File: config.mk
export PLATFORM = sky130hd
export DESIGN_NAME = fetch_stage
export DESIGN_NICKNAME = d
export VERILOG_FILES = /design/src/rtl/fetch_stage.sv
export SDC_FILE = /design/constraint.sdc
export NUM_CORES = 1
export LEC_CHECK = 0
export CAP_MARGIN = 20
export CORE_MARGIN = 10
export CORE_UTILIZATION = 45
export CTS_CLUSTER_DIAMETER = 40
export DETAILED_ROUTE_END_ITERATION = 6
export PLACE_DENSITY = 0.71
export RECOVER_POWER = 25
export SYNTH_ARGS = -nofsm -noshare
export SYNTH_HDL_FRONTEND = slang
export SYNTH_SLANG_ARGS = --single-unit
File: constraint.sdc
create_clock -name clk -period 15.2 [get_ports clk]
set_input_delay 4.56 -clock clk [delete_from_list [all_inputs] [get_ports clk]]
set_output_delay 4.56 -clock clk [all_outputs]
set_load 0.02 [all_outputs]
File: src/rtl/fetch_stage.sv
`default_nettype none
`timescale 1ns/1ps
// ============================================================================
//  Module   : fetch_stage
//  Purpose  : Instruction-fetch stage and IF/ID pipeline register of the
//             5-stage RV32 pipeline. Holds the PC, keeps at most one
//             instruction-memory request in flight, parks a response that
//             arrives while Decode is stalled in a one-entry buffer, applies
//             Execute redirects and presents the fetched instruction to Decode.
//  Ports    :
//    clk, reset             clock / asynchronous active-high reset
//    StallF, StallD, FlushD hazard-unit controls
//    PCSrcE, PCTargetE      redirect from Execute (target word-aligned here)
//    imem_req_valid/ready   request handshake, imem_addr = PCF
//    imem_rsp_valid/data    instruction response
//    InstrD, PCD, PCPlus4D  IF/ID register contents
//    ValidD                 InstrD is a real (non-bubble) instruction
//  Revision : 1.0 - initial release
// ============================================================================
module fetch_stage #(
    parameter logic [31:0] RESET_PC  = 32'h0000_0000,
    parameter logic [31:0] NOP_INSTR = 32'h0000_0013
) (
    input  logic        clk,
    input  logic        reset,
    input  logic        StallF,
    input  logic        StallD,
    input  logic        FlushD,
    input  logic        PCSrcE,
    input  logic [31:0] PCTargetE,
    output logic        imem_req_valid,
    input  logic        imem_req_ready,
    output logic [31:0] imem_addr,
    input  logic        imem_rsp_valid,
    input  logic [31:0] imem_rsp_data,
    output logic [31:0] InstrD,
    output logic [31:0] PCD,
    output logic [31:0] PCPlus4D,
    output logic        ValidD
);

    localparam logic [1:0]  S_IDLE    = 2'd0;  // free to issue
    localparam logic [1:0]  S_WAIT    = 2'd1;  // request accepted, response pending
    localparam logic [1:0]  S_DROP    = 2'd2;  // pending response belongs to a squashed path
    localparam logic [31:0] c_PC_STEP = 32'd4;
    localparam logic [31:0] c_ZERO    = 32'd0;
    localparam logic [31:0] c_ALIGN   = 32'hFFFF_FFFC;

    logic [1:0]  r_state;
    logic [1:0]  w_stateNext;
    logic [31:0] r_pcF;
    logic [31:0] r_pcPend;
    logic        r_bValid;
    logic [31:0] r_bInstr;
    logic [31:0] r_bPc;
    logic [31:0] r_instrD;
    logic [31:0] r_pcD;
    logic [31:0] r_pcPlus4D;
    logic        r_validD;

    logic        w_rspInWait;
    logic        w_consume;
    logic        w_reqValid;
    logic        w_accept;
    logic [31:0] w_target;

    // A live response for the outstanding request (not squashed by a redirect).
    assign w_rspInWait = (r_state == S_WAIT) & imem_rsp_valid & ~PCSrcE;
    // The live response goes straight into IF/ID this cycle, so a follow-on
    // request can be issued back-to-back without overrunning the buffer.
    assign w_consume   = w_rspInWait & ~FlushD & ~StallD & ~r_bValid;
    assign w_reqValid  = ~StallF & ~PCSrcE & ~r_bValid &
                         ((r_state == S_IDLE) | w_consume);
    assign w_accept    = w_reqValid & imem_req_ready;
    assign w_target    = PCTargetE & c_ALIGN;

    assign imem_req_valid = w_reqValid;
    assign imem_addr      = r_pcF;
    assign InstrD         = r_instrD;
    assign PCD            = r_pcD;
    assign PCPlus4D       = r_pcPlus4D;
    assign ValidD         = r_validD;

    // ------------------------------------------------------------------------
    // Request-tracking FSM
    // ------------------------------------------------------------------------
    always_ff @(posedge clk or posedge reset) begin
        if (reset) begin
            r_state <= S_IDLE;
        end else begin
            r_state <= w_stateNext;
        end
    end

    always_comb begin
        w_stateNext = r_state;
        if (PCSrcE) begin
            // A redirect squashes whatever is in flight: if the response is
            // here now it is simply ignored, otherwise it must be dropped later.
            case (r_state)
                S_WAIT, S_DROP: w_stateNext = imem_rsp_valid ? S_IDLE : S_DROP;
                default:        w_stateNext = S_IDLE;
            endcase
        end else if (w_accept) begin
            w_stateNext = S_WAIT;
        end else begin
            case (r_state)
                S_WAIT, S_DROP: if (imem_rsp_valid) w_stateNext = S_IDLE;
                S_IDLE:         w_stateNext = S_IDLE;
                default:        w_stateNext = S_IDLE;
            endcase
        end
    end

    // ------------------------------------------------------------------------
    // PC and pending-request PC
    // ------------------------------------------------------------------------
    always_ff @(posedge clk or posedge reset) begin
        if (reset) begin
            r_pcF    <= RESET_PC;
            r_pcPend <= c_ZERO;
        end else begin
            if (PCSrcE) begin
                r_pcF <= w_target;
            end else if (w_accept) begin
                r_pcF <= r_pcF + c_PC_STEP;
            end
            if (w_accept) begin
                r_pcPend <= r_pcF;
            end
        end
    end

    // ------------------------------------------------------------------------
    // One-entry skid buffer for a response that arrives while Decode stalls
    // ------------------------------------------------------------------------
    always_ff @(posedge clk or posedge reset) begin
        if (reset) begin
            r_bValid <= 1'b0;
            r_bInstr <= c_ZERO;
            r_bPc    <= c_ZERO;
        end else if (PCSrcE) begin
            r_bValid <= 1'b0;
        end else if (w_rspInWait & StallD & ~FlushD) begin
            r_bValid <= 1'b1;
            r_bInstr <= imem_rsp_data;
            r_bPc    <= r_pcPend;
        end else if (r_bValid & ~FlushD & ~StallD) begin
            r_bValid <= 1'b0;
        end
    end

    // ------------------------------------------------------------------------
    // IF/ID pipeline register
    // ------------------------------------------------------------------------
    always_ff @(posedge clk or posedge reset) begin
        if (reset) begin
            r_instrD   <= NOP_INSTR;
            r_pcD      <= c_ZERO;
            r_pcPlus4D <= c_ZERO;
            r_validD   <= 1'b0;
        end else if (FlushD) begin
            r_instrD   <= NOP_INSTR;
            r_pcD      <= c_ZERO;
            r_pcPlus4D <= c_ZERO;
            r_validD   <= 1'b0;
        end else if (StallD) begin
            r_instrD   <= r_instrD;
        end else if (r_bValid) begin
            // Buffered instruction is older than anything in flight.
            r_instrD   <= r_bInstr;
            r_pcD      <= r_bPc;
            r_pcPlus4D <= r_bPc + c_PC_STEP;
            r_validD   <= 1'b1;
        end else if (w_rspInWait) begin
            r_instrD   <= imem_rsp_data;
            r_pcD      <= r_pcPend;
            r_pcPlus4D <= r_pcPend + c_PC_STEP;
            r_validD   <= 1'b1;
        end else begin
            r_instrD   <= NOP_INSTR;
            r_pcD      <= c_ZERO;
            r_pcPlus4D <= c_ZERO;
            r_validD   <= 1'b0;
        end
    end

endmodule
`default_nettype wire

# Yosys cells after proc, flatten, opt, wreduce, memory -nomap -nowiden
# Cells that the tools add are included.
[word_totals]
reg_bits = 228
out_inout_bits = 130
wordCells = 68
[classes]
add_sub_neg = 3
eq_ne = 4
n_mux = 27
bitwise = 19
reduce_logical = 5
[ops]
columns = ["cell", "n"]
rows = [
  ["32-bit two-way mux", 14],
  ["32-bit by 3-bit adder with 32-bit output (second input constant)", 3],
  ["1-bit AND", 13],
  ["2-bit two-way mux", 6],
  ["1-bit two-way mux", 7],
  ["1-bit inverter", 5],
  ["4-bit inequality test (second input constant)", 1],
  ["3-bit nonzero test", 1],
  ["2-bit by 1-bit == test with 1-bit output (second input constant)", 1],
  ["2-bit == test (second input constant)", 1],
  ["2-bit zero test", 1],
  ["2-bit by 1-bit inequality test with 1-bit output (second input constant)", 1],
  ["2-bit AND reduction", 1],
  ["2-bit nonzero test", 1],
  ["2-bit OR reduction", 1],
  ["1-bit bitwise OR", 1],
]

# Depth between registers and ports, before layout
# Gate-level depths: netlist (run 1).
[logic_depth]
depth_word = 11
depth_mapped = 11
depth_no_buf = 7

# Worst setup path before layout (run 1)
# No wires, ideal clock.
[synth_path]
kind = "input-to-output"
startpoint = "input port PCSrcE"
endpoint = "output port imem_req_valid"
t_arrival_ns = 5.836
required_time_ns = 10.640
slack_ns = 4.804
stages = 5
n_path_buf = 2
path_cell_list = "nor4bb_1 > clkbuf_1 > nand2_1 > clkbuf_1 > a21oi_1"
[synth_between]
elab_chain_len = 7
word_cells_on_any_way = 9
cone_classes = "bitwise (9)"
[synth_lines]
columns = ["item", "line", "rtl"]
rows = [
  ["start, declared", "29", "input logic PCSrcE,"],
  ["1-bit inverter (no line) *", "-", ""],
  ["1-bit AND", "68", "assign w_rspInWait = (r_state == S_WAIT) & imem_rsp_valid & ~PCSrcE;"],
  ["1-bit AND (3 in a row)", "71", "assign w_consume = w_rspInWait & ~FlushD & ~StallD & ~r_bValid;"],
  ["1-bit bitwise OR", "73", "((r_state == S_IDLE) | w_consume);"],
  ["1-bit AND *", "72", "assign w_reqValid = ~StallF & ~PCSrcE & ~r_bValid &"],
  ["end, declared", "31", "output logic imem_req_valid,"],
]
# Every way passes the cells marked *; elsewhere a longest branch is shown, timed or not.

# Final worst setup path (run 1)
# Same ends and word-level chain as after synthesis.

==> results of run 1 <==
[cells in the mapped netlist, drive strengths merged (2+ instances only)]
master | count | share of area
nand3 | 38 | 0.018
o211a | 2 | 0.0019
nor4 | 12 | 0.0070
and2 | 3 | 0.0018
mux2 | 60 | 0.063
ha | 5 | 0.0059
o21bai | 7 | 0.0049
xor2 | 19 | 0.016
clkbuf | 59 | 0.021
o221ai | 4 | 0.0033
o311ai | 6 | 0.0049
o22ai | 3 | 0.0018
nand4 | 24 | 0.016
a21o | 4 | 0.0028
a21oi | 16 | 0.0075
or2 | 4 | 0.0023
o21ai | 48 | 0.023
a22oi | 6 | 0.0042
o211ai | 13 | 0.0091
buf | 23 | 0.012
and3 | 17 | 0.010
dfstp | 3 | 0.0074
and4 | 6 | 0.0049
nand2 | 129 | 0.045
or3 | 8 | 0.0047
o2111ai | 2 | 0.0022
inv | 57 | 0.020
a211o | 5 | 0.0041
a31oi | 4 | 0.0023
mux2i | 11 | 0.010
nor3 | 35 | 0.016
dfrtp | 216 | 0.51
nor3b | 4 | 0.0028
o31ai | 5 | 0.0035
a222oi | 35 | 0.033
nand2b | 3 | 0.0018
nor2 | 62 | 0.022
a221oi | 7 | 0.0057
a221o | 40 | 0.037
or4 | 8 | 0.0056
xnor2 | 25 | 0.020
[final cells by class]
type / count / area (µm²)
fill: 1977 / 9240
sequential: 219 / 5480
multi-input combinational: 691 / 4680
timing repair buffer: 213 / 2110
clock buffer: 43 / 958
tap: 319 / 399
clock inverter: 22 / 318
inverter: 58 / 219
[cells by family after synthesis]
group / Yosys count / share of synthesized area
xor gates and xnor gates: 44 / 0.0361
buffers and inverters: 140 / 0.0532
adders and majority gates: 5 / 0.00586
other: 1 / 0.000351
DFF: 219 / 0.513
AOI/OAI and AO/OA: 211 / 0.155
and+or+nand+nor: 358 / 0.163
muxes: 71 / 0.0736
[worst max-delay path: stages]
cell             delay (ps)
clkdlybuf4s50_1         390
buf_4                   280
nor4bb_4                320
buf_4                   360
nand2_1                 520
a21oi_1                 400
clkdlybuf4s50_1         680
[cells in the final DEF, fill, tap and decap left out, types with 19 or more instances in the layout]
master	instances
nand2_1	129
nor3_1	35
o21ai_0	47
mux2_2	60
xnor2_1	25
nor2_1	60
nand3_1	36
a221o_1	40
dfrtp_1	216
inv_1	56
nand4_1	22
clkbuf_16	37
xor2_1	19
a222oi_1	35
clkdlybuf4s50_1	196
[power groups by stage]
| stage | Combinational [mW] | Clock [mW] | Sequential, mW |
|---|---|---|---|
| CTS | 0.192 | 0.871 | 0.710 |
| global route | 0.211 | 0.897 | 0.722 |
| finish | 0.191 | 0.860 | 0.713 |
| detailed placement | 0.190 | 0 | 0.719 |
| global placement | 0.186 | 0 | 0.716 |
| floorplan | 0.116 | 0 | 0.702 |
[layer usage]
metal,global-route usage,up-vias,wire length (µm)
met5,0,-,0
met4,0.0641,0,723
met3,0.0600,50,2580
met2,0.302,356,13800
met1,0.274,4495,14200
li1,-,4199,-
[sequential cells by signal, summed over array words and instances (netlist names), 2 cells and up]
signal     count
r_bPc         30
r_state        2
PCPlus4D      30
InstrD        32
r_pcPend      30
imem_addr     30
PCD           31
r_bInstr      32
[per-stage QoR]
step                      setup slack (ps)  hold WS [ps]
after global routing                  2930           502
after CTS                             3160           482
after detailed placement              3230           471
final                                 3100           474
after floorplan                       4650           455
after global placement                3190           460
[path summary, 6_finish.rpt]
path / slack [ps] / end / depth (start not counted)
worst max-delay path: 3100 / imem_req_valid / 7
worst min-delay path: 470 / PCD[2]$_DFFE_PP0P_ / 2
worst max register to register: 12090 / imem_addr[8]$_DFFE_PP0P_ / 7
worst min register to register: 470 / PCD[2]$_DFFE_PP0P_ / 2
max in group asynchronous: 6070 / r_bValid$_DFFE_PP0P_ / 2
min in group asynchronous: 6420 / r_bInstr[25]$_DFFE_PP0P_ / 2
==> run summary, run 1 <==
Global route total overflow: 0
Pwr Density: 125 nW/µm²
Vias: 9,100
Share of cells above drive strength 1: 0.123
Hold wc startpoint: PCD[2]$_DFFE_PP0P_
Vias in the first global route: 9,151
Layout net count: 1,297
Cells after DPL: 1,499
Initial antenna violation count: 0
Synthesized area: 10,700 µm²
Comb power frac: 0.108
Vias/cell: 5.81
Cell Count, Final, Fillers Out: 1,565
Setup CP Type: input pin to output port
Max Clk Rate: 82.7 MHz
H-tree Lvls: 2
WL/cell: 20.0 µm
Mapped Cells: 1,049
Slew headroom: -3.08
RSZ-0062 raised after global routing: false
Worst clock skew: 18.9 ps
Part of the cycle the worst path needs: 0.796
Worst Path Max Fanout: 43
Clock slew at reported path FFs: 50 ps
Top FF cell, synth: dfrtp_1
Post-route cell area: 14,200 µm²
Min Tclk post-route: 12,100 ps
Hold Vio Cnt, Final: 0
Sum of negative setup slack: 0 ps
CTS Buffer Depth: 3
Worst endpoint required time: 10,640 ps
HPWL Detailed: 21,300 µm
Average cell area after synthesis: 10.2 µm²
Post-detailed-route count of antenna-violating nets: 0
Core Box Area: 23,400 µm²
Area grow syn2layout: 32.6%
Clock sink count: 219
Critical Path Start: PCSrcE
Detailed Routing Iterations Pass 1: 6
Final Setup Violations: 0
Int Power: 1.30 mW
Row Count: 56
Die Footprint: 30,300 µm²
GRT Resource Usage Total: 0.201
FF-to-FF Start: r_bValid$_DFFE_PP0P_
Library cells used by synthesis: 62
Placer Congestion: 0.874
Max-slew violation total from the final report: 140
First-pass GRT wire length: 50,400 µm
Root Buffer Master: clkbuf_16
First DRT Iteration DRCs: 945
Number of buffers added on ports: 197
Startpoint Class: input pin
Failing checks: max-capacitance violations, max-slew violations
Largest net degree at the start of global routing: 140
Status: complete, but fails checks
Num CTS Buffers: 37
HP Class: flip-flop to flip-flop
Max-Cap Viols: 1
Post-CTS Setup Repair Bufs: 0
CTS tree: yes
Register area share after synthesis: 0.513
Maximum vdd drop: 82.2 µV
CTS-repair resized insts: 0
Critical Path Sink Type: output port
DP Area: 12,900 µm²
Starting Density: 0.456
Top-level I/O count: 202
Chip Width: 174 µm
Leakage power: 6.27 nW
Synth warn: 0
WL final: 31,300 µm
Sw Ratio: 0.262
Antenna cells: 0
Post-synth EDFFs: 0
Height of the die: 174 µm
Final Util: 0.605
Residual DRC count: 0
Arrival time worst endpoint: 7540 ps
Net Sw Power: 0.463 mW
Pwr Total: 1.76 mW
Seq pwr share: 0.404
Number of synthesized register bits: 219
Part of the power in the clock network: 0.487
Async SR Flop Fraction: 1.00
Hold-fix buffers, CTS: 0
Slew @ Worst Pin: 6090 ps
Clk Latency, worst-skew pair: 500 ps
Note: power is estimated with default switching activity, not from simulation.
==> run 2, diff against run 1 <==
Settings changed: PLACE_DENSITY 0.71 to 0.73.
Clock period 15.2 ns to 10.4 ns, I/O delays scaled along.
==> run 2 against run 1 <==
- the flow still finishes with violations (max-capacitance violations, max-slew violations)
- die area is the same
- first-iteration DRC count shrank 2.6%
- clock skew shrank 5.4 ps
==> run summary, run 2 (synthesis results as in run 1) <==
Crit-path cells: clkdlybuf4s50_1, clkbuf_1, or2_2, a21oi_1, clkdlybuf4s50_1
Startpoint Class: input pin
Number of buffers added on ports: 197 (unchanged)
Vias: 9,097 (-0.033%)
Layout fillers: 1,933 (-2.2%)
Global route total overflow: 0 (unchanged)
Hold-fix buffers, CTS: 0 (unchanged)
Clk Latency, worst-skew pair: 500 ps (about the same)
Worst Path Max Fanout: 42 (-2.3%)
Num CTS Buffers: 37 (unchanged)
Detailed Routing Iterations Pass 1: 7 (+1)
HP Class: flip-flop to flip-flop
Pwr Density: 178 nW/µm² (+43%)
Failing checks: max-capacitance violations, max-slew violations
Part of the power in the clock network: 0.475 (-0.012)
Clock slew at reported path FFs: 50 ps (about the same)
Final Setup Violations: 0 (unchanged)
Comb power frac: 0.111 (+0.003)
Worst endpoint required time: 7280 ps (-3360 ps)
CTS tree: yes
Post-detailed-route count of antenna-violating nets: 0 (unchanged)
CP Buf/Inv Count: 3 (-1)
Status: complete, but fails checks
Critical Path Sink Type: output port
Residual DRC count: 0 (unchanged)
WL/cell: 20.2 µm (+0.99%)
First-pass GRT wire length: 50,500 µm (+0.11%)
H-tree Lvls: 2 (unchanged)
Most common cell after layout, fill and taps aside: dfrtp_1
Placer Congestion: 0.911 (+4.2%)
Seq pwr share: 0.414 (+0.010)
Initial antenna violation count: 0 (unchanged)
Layout net count: 1,298 (+0.077%)
Arrival time worst endpoint: 6040 ps (-1500 ps)
CTS Buffer Depth: 3 (unchanged)
Largest net degree at the start of global routing: 140 (unchanged)
Max-Cap Viols: 2 (+1)
Top-level I/O count: 202 (unchanged)
Top Family by Delay on Critical Path: buffers and inverters
CTS-repair resized insts: 0 (unchanged)
Sw Ratio: 0.277 (+0.0142)
First DRT Iteration DRCs: 920 (-2.6%)
Clock sink count: 219 (unchanged)
CP max stage delay: 1350 ps (+670 ps)
Vias in the first global route: 9,000 (-1.7%)
Core Box Area: 23,400 µm² (unchanged)
WL final: 31,600 µm (+1.1%)
Chip Width: 174 µm (unchanged)
Post-CTS Setup Repair Bufs: 0 (unchanged)
Setup CP Type: input pin to output port
Final Util: 0.603 (-0.00198)
Int Power: 1.82 mW (+40%)
Leakage power: 6.25 nW (-0.31%)
Die Footprint: 30,300 µm² (unchanged)
Antenna cells: 0 (unchanged)
Maximum vdd drop: 81.6 µV (-0.69%)
Min Tclk post-route: 9160 ps
Hold Vio Cnt, Final: 0 (unchanged)
Net Sw Power: 0.696 mW (+51%)
Worst clock skew: 13.5 ps (-5.44 ps)
Sum of negative setup slack: 0 ps (unchanged)
Row Count: 56 (unchanged)
RSZ-0062 raised after global routing: false
GRT Resource Usage Total: 0.203 (+0.00145)
Max-slew violation total from the final report: 183 (+31%)
Slew @ Worst Pin: 5220 ps (-874 ps)
Vias/cell: 5.81 (about the same)
Height of the die: 174 µm (unchanged)
Max Clk Rate: 109 MHz
Commonest cells after routing, fill and taps aside: 216 x dfrtp_1, 196 x clkdlybuf4s50_1, 129 x nand2_1, 60 x nor2_1, 60 x mux2_2
WHS: 470 ps (-3.87 ps)
Area grow syn2layout: 32.2%
Root Buffer Master: clkbuf_16
Part of the cycle the worst path needs: 0.881
Share of cells above drive strength 1: 0.126 (+0.00311)
HPWL Detailed: 21,600 µm (+1.4%)
Slew headroom: -2.48 (+0.605)
Starting Density: 0.456 (unchanged)
Most used cell along the critical path: clkdlybuf4s50_1
Reg2reg setup slack: 7120 ps (-4970 ps)
Crit-path slowest cell: clkbuf_1
==> run 2: cell types whose count changed in the layout (fill, tap and decap cells not counted), sizes merged <==
cell / delta
inv: +5
bufinv: -4
clkbuf: -2
clkinvlp: +2
==> run 2: worst paths after layout <==
path,endpoint,start,cells after the start
max,imem_req_valid,PCSrcE,5
min,ValidD$_DFFE_PP0P_,ValidD$_DFFE_PP0P_,2
max reg2reg,imem_addr[8]$_DFFE_PP0P_,r_bValid$_DFFE_PP0P_,7
min reg2reg,ValidD$_DFFE_PP0P_,ValidD$_DFFE_PP0P_,2
max in group asynchronous,InstrD[4]$_DFFE_PP1P_,reset,4
min in group asynchronous,InstrD[30]$_DFFE_PP0P_,reset,2
==> run 2: area by class of cell <==
cell class	instances	area [µm²]	share of cell area
inverters	58	218	0.0154
flip-flops and latches	219	5480	0.388
clock inverters	25	260	0.0184
repair buffers	214	2110	0.150
multi-input cells	691	4680	0.331
clock buffers	40	967	0.0685
well taps	319	399	0.0283
==> run 2: tightest hold or removal path, cell delays in order (launching register included) <==
cell	delay, ps
dfrtp_1	330
nand2_1	50
nand2_1	50
==> run 2: power groups by stage <==
stage               logic, mW  registers, mW  clock network [mW]
floorplan               0.169           1.03                   0
global placement        0.272           1.05                   0
detailed placement      0.278           1.05                   0
CTS                     0.280           1.04                1.22
global route            0.308           1.06                1.26
finish                  0.279           1.04                1.20
==> run 2: through the flow <==
step / cells / setup WS, ps / instance area, µm² / total power, mW
6_report: 1566 / 1240 / 14100 / 2.52
5_1_grt: 1566 / 1010 / 14100 / 2.62
4_1_cts: 1565 / 1450 / 14100 / 2.53
3_5_place_dp: 1500 / 1480 / 12900 / 1.33
3_3_place_gp: 1500 / 1510 / 12900 / 1.32
2_1_floorplan: 1050 / 1290 / 10700 / 1.20
==> run 2: metal layers <==
| metal | share of wire | vias up | track usage | wire, µm |
|---|---|---|---|---|
| li1 | - | 4185 | - | - |
| met1 | 0.45 | 4444 | 0.283 | 14200 |
| met2 | 0.44 | 427 | 0.299 | 13800 |
| met3 | 0.096 | 41 | 0.0622 | 3040 |
| met4 | 0.019 | 0 | 0.0542 | 586 |
| met5 | 0 | - | 0 | 0 |
==> run 3, diff against run 2 <==
Settings changed: ABC_AREA set to 0.
==> results of run 3 <==
The final DEF is identical to that of run 2; final timing and power are the same.
